### config.mk
export PLATFORM = sky130hd
export DESIGN_NAME = mask_share_gen
export DESIGN_NICKNAME = d
export VERILOG_FILES = /design/src/rtl/mask_share_gen.sv
export SDC_FILE = /design/constraint.sdc
export NUM_CORES = 1
export LEC_CHECK = 0
export BUFFER_PORTS_ARGS = -buffer_cell sky130_fd_sc_hd__clkbuf_2
export CAP_MARGIN = 20
export CORE_MARGIN = 3
export CORE_UTILIZATION = 36
export DETAILED_ROUTE_END_ITERATION = 7
export PLACE_DENSITY = 0.64
export SETUP_SLACK_MARGIN = 0.2
export SLEW_MARGIN = 20
export SYNTH_ARGS = -nofsm -noshare
export SYNTH_HDL_FRONTEND = slang
export SYNTH_SLANG_ARGS = --single-unit
### constraint.sdc
create_clock -name clk -period 5.8 [get_ports clk]
set_clock_uncertainty 0.2 [all_clocks]
set_input_delay 1.16 -clock clk [delete_from_list [all_inputs] [get_ports clk]]
set_output_delay 1.16 -clock clk [all_outputs]
set_load 0.05 [all_outputs]
### src/rtl/mask_share_gen.sv
// Boolean share generator for a first-order masked half adder: splits plain A/B into
// LFSR-masked shares plus one fresh random bit. Define MASK_REFRESH_EN to step the LFSR on idle RUN cycles too.
module mask_share_gen #(
  parameter int WARMUP_CYCLES = 16
) (
  input  logic        clk,
  input  logic        rst,
  input  logic        seed_load,
  input  logic [15:0] seed,
  input  logic        in_valid,
  output logic        in_ready,
  input  logic        i_A,
  input  logic        i_B,
  output logic        out_valid,
  input  logic        out_ready,
  output logic        o_A0,
  output logic        o_A1,
  output logic        o_B0,
  output logic        o_B1,
  output logic        o_r0,
  output logic [1:0]  dbg_state,
  output logic [15:0] dbg_lfsr
);

  // Handshake: a pair transfers on a clock edge where in_valid && in_ready; shares
  // transfer where out_valid && out_ready. Neither valid may depend on its ready.

  typedef enum logic [1:0] {
    ST_UNSEEDED = 2'd0,
    ST_WARMUP   = 2'd1,
    ST_RUN      = 2'd2
  } state_t;

  localparam logic [15:0] DEFAULT_SEED = 16'hACE1;
  localparam logic [7:0]  WARM_LAST    = 8'(WARMUP_CYCLES - 1);

  state_t      state_q, state_d;
  logic [15:0] lfsr_q, lfsr_d;
  logic [7:0]  warm_cnt_q, warm_cnt_d;
  logic        accept;

  function automatic logic [15:0] lfsr_step(input logic [15:0] s);
    return {s[14:0], s[15] ^ s[13] ^ s[12] ^ s[10]};
  endfunction

  always_comb begin
    state_d    = state_q;
    lfsr_d     = lfsr_q;
    warm_cnt_d = warm_cnt_q;
    in_ready   = 1'b0;
    accept     = 1'b0;
    if (!rst) begin
      if (seed_load) begin
        // A zero seed would lock the LFSR, so substitute the default.
        lfsr_d     = (seed == 16'h0000) ? DEFAULT_SEED : seed;
        warm_cnt_d = 8'd0;
        state_d    = ST_WARMUP;
      end else begin
        case (state_q)
          ST_WARMUP: begin
            lfsr_d     = lfsr_step(lfsr_q);
            warm_cnt_d = warm_cnt_q + 8'd1;
            if (warm_cnt_q == WARM_LAST) state_d = ST_RUN;
          end
          ST_RUN: begin
            in_ready = !out_valid || out_ready;
            accept   = in_valid && in_ready;
            if (accept) begin
              // Three bits consumed, three steps taken: no mask bit is reused.
              lfsr_d = lfsr_step(lfsr_step(lfsr_step(lfsr_q)));
            end else begin
`ifdef MASK_REFRESH_EN
              lfsr_d = lfsr_step(lfsr_q);
`else
              lfsr_d = lfsr_q;
`endif
            end
          end
          default: ;
        endcase
      end
    end
  end

  always_ff @(posedge clk) begin
    if (rst) begin
      state_q    <= ST_UNSEEDED;
      lfsr_q     <= DEFAULT_SEED;
      warm_cnt_q <= 8'd0;
      out_valid  <= 1'b0;
      o_A0       <= 1'b0;
      o_A1       <= 1'b0;
      o_B0       <= 1'b0;
      o_B1       <= 1'b0;
      o_r0       <= 1'b0;
    end else begin
      state_q    <= state_d;
      lfsr_q     <= lfsr_d;
      warm_cnt_q <= warm_cnt_d;
      if (accept) begin
        out_valid <= 1'b1;
        o_A0      <= i_A ^ lfsr_q[0];
        o_A1      <= lfsr_q[0];
        o_B0      <= i_B ^ lfsr_q[1];
        o_B1      <= lfsr_q[1];
        o_r0      <= lfsr_q[2];
      end else if (seed_load || out_ready) begin
        // Shares are forced to zero whenever nothing valid is held.
        out_valid <= 1'b0;
        o_A0      <= 1'b0;
        o_A1      <= 1'b0;
        o_B0      <= 1'b0;
        o_B1      <= 1'b0;
        o_r0      <= 1'b0;
      end
    end
  end

  assign dbg_state = state_q;
  assign dbg_lfsr  = lfsr_q;

endmodule

# Yosys cells after proc, flatten, opt, wreduce, memory -nomap -nowiden
# Cells that the tools add are included.
# op_classes
addsub,1
eq_ne,4
mux,20
bitwise,11
n_reduce_logical,13
# op_table
op,count
two-way mux 16 bit,3
case mux 16 bit (2 select lines),1
zero test 16 bit,1
two-way mux 1 bit,16
bitwise XOR 1 bit,11
adder 8 x 1 -> 8 bit (second input constant),1
equality test 8 x 4 -> 1 bit (second input constant),1
AND reduction 2 bit,3
nonzero test 2 bit,3
inequality test 3 bit (second input constant),1
nonzero test 3 bit,1
equality test 2 x 1 -> 1 bit (second input constant),1
equality test 2 bit (second input constant),1
logical OR 1 bit,2
OR reduction 2 bit,1
logical AND 1 bit,1
zero test 1 bit,1
# word_totals
regBits,32
input_bits,23
word_cells,59

# Depth between registers and ports, before layout
# depth
depth_word,7
mapped_depth,6

# Worst setup path before layout
# OpenSTA, ideal clock, no wires.
# synth_path
path_type,in2out
from,in rst
to,out in_ready
arrival_ns,2.819
slack_ns,1.621
cell_stages,3
path_buffers,1
cell_sequence,clkbuf_1 > or2_1 > nor3b_1
# synth_between
elab_chain_len,1
# synth_rtl
element,line,source
start: declaration,7,"input logic rst,"
two-way mux 1 bit,52,if (!rst) begin
end: declaration,11,"output logic in_ready,"
# Every way passes these cells.

# Worst setup path after layout
# layout_path
from,in seed_load
to,out in_ready
# layout_between
elab_chain_len,2
# layout_rtl
element,line,source
start: declaration,8,"input logic seed_load,"
two-way mux 1 bit,53,if (seed_load) begin
two-way mux 1 bit,52,
# Every way passes these cells.

==> flow_summary_export.csv <==
group,metric,value,unit
run_status,run_status,"complete, no violations",
critical_path,reg2reg_slack,3630,ps
clock_tree,holdBufCountCts,0,
clock_tree,cts_setup_buffers,0,
logic_synthesis,avgSynthCellArea,9.14,µm²
routing,wl,3860,µm
logic_synthesis,synth_seq_area_share,0.381,
logic_synthesis,synthAdderAreaFrac,0.00744,
logic_synthesis,yosysUniqueCellTypes,37,
floorplan,ios,48,
sta,rsz0062_at_grt,"false",
logic_synthesis,synth_top_cell_by_area,"dfxtp_1",
logic_synthesis,yosys_most_used_dff,"dfxtp_1",
hold_path,hold_class,"flop to flop",
job,cap_violations,0,
logic_synthesis,synth_nets,208,
logic_synthesis,synth.top_cell.area_share,0.381,
logic_synthesis,ys_ff_latch,32,
critical_path,r2r-start,"dbg_state[1]$_SDFFE_PP0P_",
routing,vias,1496,
floorplan,start_util,0.378,
logic_synthesis,yosysWarnings,0,
floorplan,rows,24,
clock_tree,cts_buffers,5,
critical_path,start_kind,"primary input",
layout,stdcell_count,277,
critical_path,slowest_stage,"or2_1",
critical_path,rr_worst_depth,4,
sta,slew_viol_final,0,
routing,drtIter0Drc,93,
critical_path,rr_endpoint,"dbg_lfsr[2]$_SDFFE_PP0P_",
critical_path,crit_start,"seed_load",
grt,grt-ovfl-total,0,
logic_synthesis,synth_compound_area_frac,0.228,
critical_path,path_max_fanout,30,
grt,grt_pass1_vias,1370,
power_and_ir_drop,powerDensity,256,nW/µm²
sta,worst_pin_slew,728,ps
layout,fillers,454,
floorplan,die-area,5530,µm²
routing,drc,0,
layout,num_antenna_cells,0,
logic_synthesis,muxShareOfSynthArea,0.0930,
sta,relSlewSlack,0.513,
clock_tree,cts_resized,0,
grt,grt_pass1_wl,6550,µm
sta,setup_viol,0,
clock_tree,root_buffer,"clkbuf_8",
layout,synthToLayoutAreaGrowth,19.3,%
routing,ant_nets,0,
placement,gp_congestion,0.811,
grt,grt_max_degree,31,
floorplan,core-area,4440,µm²
routing,wl_per_cell,13.9,µm
clock_tree,clk_latency,280,ps
sta,finalHoldViolations,0,
placement,dpl.hpwl,2780,µm
sta,post-route-period-util,0.709,
routing,firstDrtPassIters,4,
layout,drive_above_1_share,0.293,
power_and_ir_drop,ir_drop,0.120,mV
layout,largest_register_ffs,16,
sta,setup_tns,0,ps
routing,viasPerCell,5.40,
grt,grt_use_total,0.151,
clock_tree,clockBufferDepth,2,
floorplan,die_h,74.3,µm
power_and_ir_drop,leakagePower,0.809,nW
clock_tree,cts_sinks,32,
logic_synthesis,syn_inst,184,
critical_path,crit_end,"in_ready",
critical_path,arrival,2750,ps
sta,fmaxAchievable,243,MHz
clock_tree,cts_tree,"done",
logic_synthesis,synth_top_family_by_area,"compound AO/OA/AOI/OAI gates",
floorplan,fp.dieW,74.3,µm
clock_tree,cts.clk_slew.worst_paths,60,ps
critical_path,worstSetupPathType,"primary input to output port",
critical_path,worstPathRequired,4440,ps
critical_path,end_kind,"output port",
placement,io_buffers,47,
logic_synthesis,yosys-top-cells-area,"dfxtp_1 (38%), mux2_1 (7.4%), a21oi_1 (4.8%)",
logic_synthesis,synth-xor-area-share,0.0885,
layout,nNetsFinal,251,
placement,dpl.cell_count,272,
clock_tree,htree_levels,2,
critical_path,crit_top_cell,"clkbuf_2",
logic_synthesis,synth_edf_count,0,
sta,min_period,4110,ps
logic_synthesis,syn_area,1680,µm²
grt,antenna_found_initial,0,
logic_synthesis,yosys.area_share.simple,0.167,
critical_path,critPathMaxStageDelay,510,ps
critical_path,crit_chain,"clkbuf_2 > or2_1 > nor3b_1 > clkbuf_2",
logic_synthesis,async_flop_share,0,
worst min-delay path by stage:
stage	from	end	cells past startpoint
2_1_floorplan	warm_cnt_q[3]$_SDFFE_PP0N_	warm_cnt_q[3]$_SDFFE_PP0N_	2
3_3_place_gp	o_A0$_SDFFE_PP0P_	o_A0$_SDFFE_PP0P_	2
3_5_place_dp	o_A0$_SDFFE_PP0P_	o_A0$_SDFFE_PP0P_	2
4_1_cts	o_A0$_SDFFE_PP0P_	o_A0$_SDFFE_PP0P_	2
5_1_grt	o_A0$_SDFFE_PP0P_	o_A0$_SDFFE_PP0P_	2
6_report	o_A0$_SDFFE_PP0P_	o_A0$_SDFFE_PP0P_	2
cell usage after synthesis (all sizes together), types with 4 or more instances:
cell type,number
a21oi,16
xnor2,8
nand4,4
nand2,13
mux2,13
nand2b,8
o21ai,11
o211ai,6
nor2,16
clkbuf,7
a311oi,4
buf,5
o22ai,7
or4,4
xor2,9
dfxtp,32
stage by stage:
stage	setup WS (ps)	hold WS [ps]	util	instance area [µm²]	total power, mW
finish	1690	244	0.452	2010	0.514
CTS	1690	249	0.452	2010	0.521
global placement	1750	235	0.436	1940	0.371
global route	1570	279	0.452	2010	0.544
detailed placement	1700	241	0.436	1940	0.371
floorplan	1620	272	-	1680	0.340
per-layer routing:
| layer | global-route usage | vias to the layer above | wire length [µm] |
|---|---|---|---|
| li1 | - | 756 | - |
| met1 | 0.218 | 685 | 1970 |
| met2 | 0.215 | 47 | 1610 |
| met3 | 0.0378 | 8 | 221 |
| met4 | 0.0613 | 0 | 57 |
| met5 | 0 | - | 0 |
cells by family after synthesis:
group                      count (synthesis)
DFF                                       32
and+or+nand+nor                           54
adders and majority gates                  1
xor gates and xnor gates                  17
buffers and inverters                     14
AOI/OAI and AO/OA                         52
muxes                                     14
cells in the final DEF, fill, tap and decap left out, types with 2 or more instances in the layout:
cell type	netlist	routed
nand2b_1	8	8
mux2_2	2	2
mux2_1	11	11
clkbuf_2	0	47
a211o_1	2	2
a311oi_1	3	3
a22o_1	3	3
o21ai_2	7	7
nor2_1	16	16
or4_4	2	2
nor2b_1	2	2
dfxtp_1	32	32
or4_1	2	2
nand4_1	4	4
nand2_1	13	13
o211ai_1	6	6
clkbuf_8	0	5
a21oi_1	16	16
o22ai_1	7	7
xnor2_1	8	8
xor2_1	9	9
inv_1	2	2
o21ai_1	3	3
power breakdown:
part / internal [mW] / total, mW / switching (mW)
Sequential: 0.231 / 0.246 / 0.0150
Combinational: 0.0422 / 0.120 / 0.0780
Clock: 0.0770 / 0.148 / 0.0705
Total: 0.350 / 0.514 / 0.163
critical path, delay by kind of cell:
family / cells / cell delay, ps
AND/OR/NAND/NOR: 2 / 890
buffers and inverters: 2 / 700
final cells by class:
| cell class | instances | area, µm² | share of cell area |
|---|---|---|---|
| Clock buffer | 5 | 68.8 | 0.0343 |
| Inverter | 2 | 7.51 | 0.00374 |
| Multi-Input combinational cell | 138 | 982 | 0.489 |
| Sequential cell | 32 | 641 | 0.319 |
| Tap cell | 52 | 65.1 | 0.0324 |
| Timing Repair Buffer | 48 | 243 | 0.121 |
Power figures use the tool's default switching activity.
